==> config.mk <==
export PLATFORM = sky130hd
export DESIGN_NAME = video_pattern_source
export DESIGN_NICKNAME = d
export VERILOG_FILES = /design/src/rtl/video_pipeline_pkg.sv /design/src/rtl/video_pattern_pixel.sv /design/src/rtl/video_pattern_source.sv
export SDC_FILE = /design/constraint.sdc
export NUM_CORES = 1
export LEC_CHECK = 0
export ABC_CLOCK_PERIOD_IN_PS = 3400
export CORE_ASPECT_RATIO = 0.7
export CORE_UTILIZATION = 40
export DETAILED_ROUTE_END_ITERATION = 10
export GPL_TIMING_DRIVEN = 1
export HOLD_SLACK_MARGIN = 0.12
export PLACE_DENSITY = 0.63
export SETUP_SLACK_MARGIN = 0.05
export SLEW_MARGIN = 10
export SYNTH_ARGS = -nofsm -noshare
export SYNTH_HDL_FRONTEND = slang
export SYNTH_HIERARCHICAL = 1
export SYNTH_SLANG_ARGS = --single-unit
export TNS_END_PERCENT = 10
==> constraint.sdc <==
create_clock -name scalerClock -period 3.4 [get_ports scalerClock]
set_clock_uncertainty 0.15 [all_clocks]
set_input_delay 0.68 -clock scalerClock [delete_from_list [all_inputs] [get_ports scalerClock]]
set_output_delay 0.68 -clock scalerClock [all_outputs]
set_load 0.05 [all_outputs]
==> src/rtl/video_pipeline_pkg.sv <==
// Shared definitions for the video scaling pipeline.
// Holds the active-area widths, the request word layout, the RGB565 pixel type,
// the eight colour-bar constants and the pattern-source state encoding.
package video_pipeline_pkg;

  localparam int HACTIVE_BITS       = 11;
  localparam int VACTIVE_BITS       = 11;
  localparam int DEFAULT_CHUNK_BITS = 5;
  localparam int CHUNKNUM_BITS      = HACTIVE_BITS - DEFAULT_CHUNK_BITS;
  localparam int REQUEST_BITS       = VACTIVE_BITS + CHUNKNUM_BITS;
  localparam int BITS_PER_PIXEL     = 16;

  typedef logic [BITS_PER_PIXEL-1:0] pixelT;

  localparam pixelT BAR_WHITE   = 16'hFFFF;
  localparam pixelT BAR_YELLOW  = 16'hFFE0;
  localparam pixelT BAR_CYAN    = 16'h07FF;
  localparam pixelT BAR_GREEN   = 16'h07E0;
  localparam pixelT BAR_MAGENTA = 16'hF81F;
  localparam pixelT BAR_RED     = 16'hF800;
  localparam pixelT BAR_BLUE    = 16'h001F;
  localparam pixelT BAR_BLACK   = 16'h0000;

  typedef enum logic [1:0] {
    IDLE  = 2'd0,
    LATCH = 2'd1,
    EMIT  = 2'd2
  } patternStateT;

  // Bar colour for a 3-bit bar index; the pattern repeats every eight bars.
  function automatic pixelT barColor(input logic [2:0] index);
    pixelT color;
    color = BAR_BLACK;
    case (index)
      3'd0: color = BAR_WHITE;
      3'd1: color = BAR_YELLOW;
      3'd2: color = BAR_CYAN;
      3'd3: color = BAR_GREEN;
      3'd4: color = BAR_MAGENTA;
      3'd5: color = BAR_RED;
      3'd6: color = BAR_BLUE;
      default: color = BAR_BLACK;
    endcase
    return color;
  endfunction

endpackage

==> src/rtl/video_pattern_pixel.sv <==
// Combinational pixel generator for the test pattern.
// Maps a source (row, column) and the per-chunk captured configuration to one
// RGB565 pixel: black outside the visible area, border colour on the one-pixel
// frame, otherwise a colour bar selected by column >> barShift.
// Optional feature macro: VIDEO_PATTERN_GRID_EN adds a white 16x16 grid over the
// bars (never over the border or the black area).
// Ports:
//   row, column              pixel coordinate
//   barShift                 bar width = 1 << barShift columns
//   lastRow, lastColumn      last visible row / column
//   borderColor              frame border colour
//   pixel                    resulting RGB565 value
module video_pattern_pixel
  import video_pipeline_pkg::*;
(
  input  logic [VACTIVE_BITS-1:0] row,
  input  logic [HACTIVE_BITS-1:0] column,
  input  logic [3:0]              barShift,
  input  logic [VACTIVE_BITS-1:0] lastRow,
  input  logic [HACTIVE_BITS-1:0] lastColumn,
  input  pixelT                   borderColor,
  output pixelT                   pixel
);

  logic [2:0] barIndex;
  logic       outside;
  logic       onBorder;
  logic       onGrid;

  // Only the low three bits of the bar number matter: the bars wrap every eight.
  assign barIndex = 3'(column >> barShift);
  assign outside  = (row > lastRow) || (column > lastColumn);
  assign onBorder = (row == '0) || (row == lastRow) || (column == '0) || (column == lastColumn);

`ifdef VIDEO_PATTERN_GRID_EN
  assign onGrid = (column[3:0] == 4'd0) || (row[3:0] == 4'd0);
`else
  assign onGrid = 1'b0;
`endif

  always_comb begin
    pixel = BAR_BLACK;
    if (outside)       pixel = BAR_BLACK;
    else if (onBorder) pixel = borderColor;
    else if (onGrid)   pixel = BAR_WHITE;
    else               pixel = barColor(barIndex);
  end

endmodule

==> src/rtl/video_pattern_source.sv <==
// Test-pattern responder at the upstream end of the scaler chain.
// Pops one {row, chunk} request, then pushes 1 << CHUNK_BITS RGB565 pixels of the
// colour-bar/border pattern for that chunk into the response FIFO.
// Optional feature macro: VIDEO_PATTERN_GRID_EN (grid overlay, see video_pattern_pixel).
// Ports:
//   scalerClock, reset (async, active-low)
//   barShift, lastRow, lastColumn, borderColor   pattern configuration, captured per chunk
//   requestFifoReadEnable/Empty/ReadData          request FIFO read side
//   responseFifoWriteEnable/Full/WriteData        response FIFO write side
//
// state | meaning
// ------+-------------------------------------------------------------
// IDLE  | waiting for a request; pops as soon as the FIFO is non-empty
// LATCH | popped word now valid; capture request and configuration
// EMIT  | writing pixels of the chunk, stalling while the FIFO is full
module video_pattern_source
  import video_pipeline_pkg::*;
#(
  parameter int CHUNK_BITS = DEFAULT_CHUNK_BITS
) (
  input  logic                                           scalerClock,
  input  logic                                           reset,
  input  logic [3:0]                                     barShift,
  input  logic [VACTIVE_BITS-1:0]                        lastRow,
  input  logic [HACTIVE_BITS-1:0]                        lastColumn,
  input  logic [BITS_PER_PIXEL-1:0]                      borderColor,
  output logic                                           requestFifoReadEnable,
  input  logic                                           requestFifoEmpty,
  input  logic [VACTIVE_BITS+HACTIVE_BITS-CHUNK_BITS-1:0] requestFifoReadData,
  output logic                                           responseFifoWriteEnable,
  input  logic                                           responseFifoFull,
  output logic [BITS_PER_PIXEL-1:0]                      responseFifoWriteData
);

  localparam int chunkNumBits = HACTIVE_BITS - CHUNK_BITS;
  localparam int requestBits  = VACTIVE_BITS + chunkNumBits;
  localparam logic [CHUNK_BITS-1:0] lastPixel = '1;

  patternStateT              state;
  patternStateT              stateNext;
  logic [CHUNK_BITS-1:0]     pixelIndex;
  logic [VACTIVE_BITS-1:0]   rowQ;
  logic [chunkNumBits-1:0]   chunkQ;
  logic [3:0]                barShiftQ;
  logic [VACTIVE_BITS-1:0]   lastRowQ;
  logic [HACTIVE_BITS-1:0]   lastColumnQ;
  pixelT                     borderColorQ;
  pixelT                     pixel;

  always_ff @(posedge scalerClock or negedge reset) begin
    if (!reset) state <= IDLE;
    else        state <= stateNext;
  end

  // Enables are qualified with reset so nothing handshakes while it is held.
  always_comb begin
    stateNext               = state;
    requestFifoReadEnable   = 1'b0;
    responseFifoWriteEnable = 1'b0;
    case (state)
      IDLE: begin
        if (!requestFifoEmpty) begin
          requestFifoReadEnable = reset;
          stateNext             = LATCH;
        end
      end
      LATCH: stateNext = EMIT;
      EMIT: begin
        if (!responseFifoFull) begin
          responseFifoWriteEnable = reset;
          if (pixelIndex == lastPixel) stateNext = IDLE;
        end
      end
      default: stateNext = IDLE;
    endcase
  end

  always_ff @(posedge scalerClock or negedge reset) begin
    if (!reset) begin
      pixelIndex   <= '0;
      rowQ         <= '0;
      chunkQ       <= '0;
      barShiftQ    <= '0;
      lastRowQ     <= '0;
      lastColumnQ  <= '0;
      borderColorQ <= '0;
    end else if (state == LATCH) begin
      pixelIndex   <= '0;
      rowQ         <= requestFifoReadData[requestBits-1 -: VACTIVE_BITS];
      chunkQ       <= requestFifoReadData[chunkNumBits-1:0];
      barShiftQ    <= barShift;
      lastRowQ     <= lastRow;
      lastColumnQ  <= lastColumn;
      borderColorQ <= borderColor;
    end else if (responseFifoWriteEnable) begin
      pixelIndex   <= pixelIndex + 1'b1;
    end
  end

  video_pattern_pixel pixelGen (
    .row         (rowQ),
    .column      ({chunkQ, pixelIndex}),
    .barShift    (barShiftQ),
    .lastRow     (lastRowQ),
    .lastColumn  (lastColumnQ),
    .borderColor (borderColorQ),
    .pixel       (pixel)
  );

  assign responseFifoWriteData = (state == EMIT) ? pixel : '0;

endmodule

==> summary.md, run 1 <==
| Metric | Value |
|---|---|
| Final Critical Period | between 3000 and 4000 ps |
| Final setup margin | 65.8 ps |
| RePlAce Congestion | between 0.7 and 0.8 |
| Max-cap check violation count | 0 |
| CP top delay family | simple AND/OR/NAND/NOR gates |
| Share of the synthesized area in the top cell type | about two fifths |
| Setup_tns | 0 ps |
| Layout cells sized above 1 | a little over a third |
| Hold Crit Class | register to register |
| Initial Utilization | around two fifths |
| Reg2Reg Capture Point | rowQ[5] |
| Number of global-route vias before repair | around 2800 |
| Clk buf depth | 2 |
| DR pass1 iterations | 4 |
| Cells after Synth | 326 |
| Layout Cells excl Fill | ~560 |
| # diodes | 0 |
| Post-Route M1 WL | 4.67 mm |
| Die span in x | 122 um |
| Hold-fix buffer count after cts | 0 |
| Worst endpoint required time | about 2600 ps |
| Top cells by area, synth | dfrtp_1, mux2_4, ha_1 |
| CP most frequent cell | buf_12 |
| Total CTS buffers | 9 |
| Tcrit/Tclk final | ~100% |
| Hold slack | between 300 and 400 ps |
| Area of the multi-input gates | about 2200 um^2 |
| Largest net degree at the start of global routing | 67 |
| Most frequent cells in the layout | clkdlybuf4s50_1, dfrtp_1, mux2_4 |
| Max FO, Critical Path | 16 |
| Skew-Pair Late Insertion Delay | approximately 330 ps |
| Worst-path clk slew | 50 ps |
| Die height | 85.7 um |
| Reg2Reg Setup Slack | 1350 ps |
| Via count | roughly 2800 |
| Yosys warns | 6 |
| EDFF count, synth | 0 |
| Final #Nets | roughly 510 |
| P&R area growth vs syn | 40.6% |
| Cell taking the most area after synthesis | dfrtp_1 |
| DPL Wire Length | 6.21 mm |
| Outcome | finished, final reports clean |
| Yosys reg bits | 66 |
| Setup crit start kind | register |
| FILL cells | between 700 and 800 |
| I/O Buffers | 80 |
| Drt via density | 4.98 |
| Seq/Total Area, Yosys | between 40% and 50% |
| Async SR Flop Fraction | 100% |
| Htree depth | 3 |
| Worst Setup EP | responseFifoWriteData[5] |
| Critical path class | register to output pin |
| Syn_area_per_cell | approximately 12 um^2 |
| Initial antenna violation count | 0 |
| CP max stage cell | dfrtp_2 |
| Post-Route Utilization | 58.0% |
| DR DRC count | 0 |
| Syn nets | 413 |
| Post-DP Area | a little over 5000 um^2 |
| Final Max Slew Viols | 0 |
| Clock Tree Root | clkbuf_16 |
| Slowest cell delay on critical path | around 450 ps |
| CTS tree | done |
| Crit path DAT | around 2500 ps |
| Global route overflow | 0 |
| WL/cell | 15.8 um |
| Synth Flop Type | dfrtp_1 |
| Antenna Nets Post-Route | 0 |
| R2R Path Start | state[1] |
| R2R cell count | 2 |
| CP Cell Sequence | ha_1 -> nand4_2 -> or3_4 -> o21ai_4 -> o2111ai_4 -> buf_12 -> a21oi_1 -> and2_4 -> buf_12 |
| Highest routed layer | met4 |
| Wirelength, routed | ~9 mm |
| Placed insts | 529 |
| First-pass GRT wire length | ~14 mm |
| # IOs | 81 |
| Setup WS pre-CTS | 105 ps |
| Slew margin rel. | 25.3% |
| PD cells | 1100 nW/um^2 |
| Peak VDD IR | around 0.00037 V |
| TritonCTS Sinks | 66 |
| CP startpoint | pixelIndex[4] |
| Final setup viols | 0 |
| Total die area | ~10000 um^2 |
| Design area | ~5600 um^2 |
| Fmax | between 200 and 300 MHz |
| # rows | 30 |
| Met2 WL post-DR | between 3 and 4 mm |
| RSZ-0062 raised after global routing | yes |
| Slew @ Worst Pin | 1120 ps |
| Met3 WL | around 370 um |
| Critical path depth | 9 |
| Core area | ~9700 um^2 |
| Final Hold Fails | 0 |
| CP bufs+invs | 2 |
| Critical Path Sink Type | output pin |
| Yosys cell types | 39 |
| Commonest non-fill, non-tap cell in the layout | clkdlybuf4s50_1 |
| Static Leak | approximately 2.6 nW |
| Post-Synthesis Cell Area | 4000 um^2 |
| Power Total | between 6 and 7 mW |
| Register area | about 1700 um^2 |
| Drt initial violations | roughly 150 |
| Gr usage total | between 10% and 20% |
-- timing repair --
item                       in CTS  in global routing
gates resized for setup        11                 18
setup buffers                   4                 10
setup endpoints to repair      16                 16
pin swaps                       4                  5
-- logic make-up after synthesis --
family	synth area share (%)
multiplexers	25.1
flip-flops	41.3
buffers and inverters	6.35
AO/OA/AOI/OAI	7.04
AND/OR/NAND/NOR	12.7
adder cells (fa/ha/maj)	7.51
-- cell type report --
cell class / count / share of cell area [%]
clock buffer: 12 / 4.56
clock inverter: 4 / 1.74
inverter: 27 / 1.80
multi-input combinational: 222 / 39.2
sequential: 66 / 29.5
tap: 128 / 2.85
timing repair buffer: 100 / 20.3
-- how the worst min path moves through the flow --
| stage | startpoint | endpoint | slack (ps) | cells after the start |
|---|---|---|---|---|
| floorplan | reset | barShiftQ[0] | 230 | 0 |
| global placement | borderColorQ[15] | borderColorQ[15] | 340 | 1 |
| detailed placement | borderColorQ[1] | borderColorQ[1] | 340 | 1 |
| CTS | lastRowQ[3] | lastRowQ[3] | 360 | 1 |
| global route | borderColorQ[2] | borderColorQ[2] | 380 | 1 |
| finish | lastRowQ[3] | lastRowQ[3] | 360 | 1 |
-- report_power, final --
| part | internal (mW) | total (mW) | switching, mW |
|---|---|---|---|
| Clock | 0.756 | 1.09 | 0.331 |
| Combinational | 1.95 | 3.58 | 1.63 |
| Sequential | 1.18 | 1.54 | 0.361 |
-- synth_stat cells, types with 2 or more instances --
cell / instances
dfrtp_1: 66
mux2_4: 44
inv_1: 27
ha_1: 24
nand2_1: 20
a21oi_1: 19
and2_1: 17
mux2_2: 15
nor2_1: 13
nand3_1: 9
o21ai_0: 9
mux2i_1: 8
a21oi_2: 5
buf_12: 5
nand4_1: 4
nor4_1: 4
a21o_1: 3
buf_6: 3
mux4_2: 3
nand3b_1: 3
nor2b_1: 3
nor3_1: 3
buf_4: 2
o21ai_2: 2
-- state kept, by name (all words and copies together), names as in the netlist --
| signal | flops |
|---|---|
| lastRowQ | 11 |
| chunkQ | 6 |
| state | 2 |
| lastColumnQ | 11 |
| borderColorQ | 16 |
| barShiftQ | 4 |
| rowQ | 11 |
| pixelIndex | 5 |
-- routing by layer --
layer  GRT usage (%)  up-vias
li1                -     1349
met2            25.1       67
met5               0        -
met1            27.4     1363
met3            5.05        5
met4            3.70        0
Power figures use the tool's default switching activity.
==> inputs of run 2 (changes only) <==
- CORE_UTILIZATION: 40 -> 52
- PLACE_DENSITY: 0.63 -> 0.79
- SKIP_CTS_REPAIR_TIMING: default -> 1
==> summary.md, run 2 (synthesized netlist as in run 1, its figures left out) <==
| Metric | Value |
|---|---|
| Final Max Slew Viols | 0 (unchanged) |
| Number of global-route vias before repair | 2706 (-1.6%) |
| Slew @ Worst Pin | 820 ps (-301 ps) |
| I/O Buffers | 80 (unchanged) |
| Hold slack | 365 ps (+4.26 ps) |
| Total CTS buffers | 9 (unchanged) |
| Drt initial violations | 133 (-8.3%) |
| Max reg flops | 16 (unchanged) |
| Most flops, register | borderColorQ |
| Slowest cell delay on critical path | 450 ps (about the same) |
| Most frequent cells in the layout | clkdlybuf4s50_1, dfrtp_1, mux2_4 |
| CP max stage cell | dfrtp_2 |
| # diodes | 0 (unchanged) |
| Max-cap check violation count | 0 (unchanged) |
| Fmax | 286 MHz (-4.7%) |
| Post-DP Area | 4970 um^2 (-1.2%) |
| Final Hold Fails | 0 (unchanged) |
| Worst-path clk slew | 70 ps (+20 ps) |
| TritonCTS Sinks | 66 (unchanged) |
| Worst endpoint required time | 2570 ps (about the same) |
| PD cells | 1120 nW/um^2 (+1.8%) |
| Clock Tree Root | clkbuf_8 |
| Outcome | finished, violations left |
| Clk buf depth | 2 (unchanged) |
| Crit path DAT | 2670 ps (+170 ps) |
| DPL Wire Length | 6.07 mm (-2.1%) |
| Initial Utilization | 54.2% (+13 points) |
| First-pass GRT wire length | 13.4 mm (-5.9%) |
| Static Leak | 2.62 nW (+0.83%) |
| RePlAce Congestion | 0.800 (+5.5%) |
| Peak VDD IR | 0.000544 V (+47%) |
| Design area | 5750 um^2 (+2.3%) |
| # IOs | 81 (unchanged) |
| Setup_tns | -1000 ps (-1000 ps) |
| Hold Crit Class | register to register |
| Core area | 7380 um^2 (-24%) |
| Final Critical Period | 3500 ps (+165 ps) |
| DR pass1 iterations | 4 (unchanged) |
| Critical Path Sink Type | output pin |
| Failing checks | negative setup slack |
| Final setup margin | -98.8 ps (-165 ps) |
| Power Total | 6.47 mW (+4.2%) |
| Tcrit/Tclk final | 103% (+4.8 points) |
| Layout Cells excl Fill | 543 (-2.9%) |
| CTS tree | done |
| CP Cell Sequence | ha_4 -> nand4_1 -> or3_4 -> o21ai_4 -> o2111ai_4 -> clkbuf_16 -> nor2_1 -> and2_4 -> buf_12 |
| DR DRC count | 0 (unchanged) |
| Setup crit start kind | register |
| Drt via density | 5.58 (+12%) |
| Gr usage total | 22.2% (+4.2 points) |
| Htree depth | 3 (unchanged) |
| Total die area | 8050 um^2 (-23%) |
| Largest net degree at the start of global routing | 67 (unchanged) |
| Layout cells sized above 1 | 46.7% (+11 points) |
| RSZ-0062 raised after global routing | yes |
| Initial antenna violation count | 0 (unchanged) |
| Global route overflow | 0 (unchanged) |
| P&R area growth vs syn | 43.8% |
| Final setup viols | 16 (+16) |
| Antenna Nets Post-Route | 0 (unchanged) |
| Setup WS pre-CTS | 135 ps (+29.7 ps) |
| Post-Route Utilization | 77.9% (+20 points) |
| Commonest non-fill, non-tap cell in the layout | clkdlybuf4s50_1 |
| Via count | 3032 (+8.9%) |
| # rows | 26 (-13%) |
| Slew margin rel. | 45.3% (+20 points) |
| Max FO, Critical Path | 8 (-8) |
| Skew-Pair Late Insertion Delay | 350 ps (+20 ps) |
| WL/cell | 19.4 um (+23%) |
| Critical path class | register to output pin |
| Die span in x | 107 um (-12%) |
| Die height | 75.4 um (-12%) |
| Final #Nets | 529 (+3.1%) |
| Wirelength, routed | 10.5 mm (+20%) |
| Placed insts | 496 (-6.2%) |
[run 2: changes by cell type in the layout (fill, tap and decap cells not counted), moves of 7 or more]
cell	delta
buf_4	+12
clkbuf_8	+10
a21oi_1	-8
clkbuf_16	-8
ha_1	-8
ha_4	+8
a21oi_2	+7
inv_1	-7
inv_2	+7
[run 2: layout make-up]
class | count | area (um^2)
multi-input cells | 223 | 2400
flip-flops and latches | 66 | 1670
fillers | 405 | 1630
repair buffers | 115 | 1280
clock buffers | 12 | 165
well taps | 98 | 123
inverters | 27 | 101
clock inverters | 2 | 12.5
[run 2: path summary, 6_finish.rpt]
path                                start                       end  slack, ps  cells past startpoint
max                             chunkQ[5]  responseFifoWriteData[4]       -100                      9
min                        lastColumnQ[3]            lastColumnQ[3]        370                      1
max reg2reg                      state[1]                 chunkQ[0]       1400                      3
min reg2reg                lastColumnQ[3]            lastColumnQ[3]        370                      1
max in group asynchronous           reset                 chunkQ[5]       2080                      2
min in group asynchronous           reset                  state[1]        430                      2
[run 2: metal layers]
layer	global-route usage [%]	wire (um)
met1	31.4	4700
met2	35.3	5140
met3	4.96	524
met4	5.78	169
met5	0	0
[run 2: worst max-delay path: cells and delay by family, from the launching register on]
kind	cells	cell delay, ps
AOI/OAI and AO/OA	2	280
buffers and inverters	2	350
adders and majority gates	1	290
and+or+nand+nor	4	930
DFF	1	450
[run 2: where the power goes]
| part | switching [mW] | internal (mW) | leakage (nW) |
|---|---|---|---|
| sequential | 0.404 | 1.19 | 0.766 |
| clock | 0.293 | 0.315 | 0.0903 |
| combinational | 1.96 | 2.32 | 1.77 |
| total | 2.65 | 3.82 | 2.62 |
==> inputs of run 3 (changes only) <==
- TNS_END_PERCENT: 10 -> 1
==> results of run 3 <==
Same layout as run 2: the final DEF is identical, and so are final timing and power.
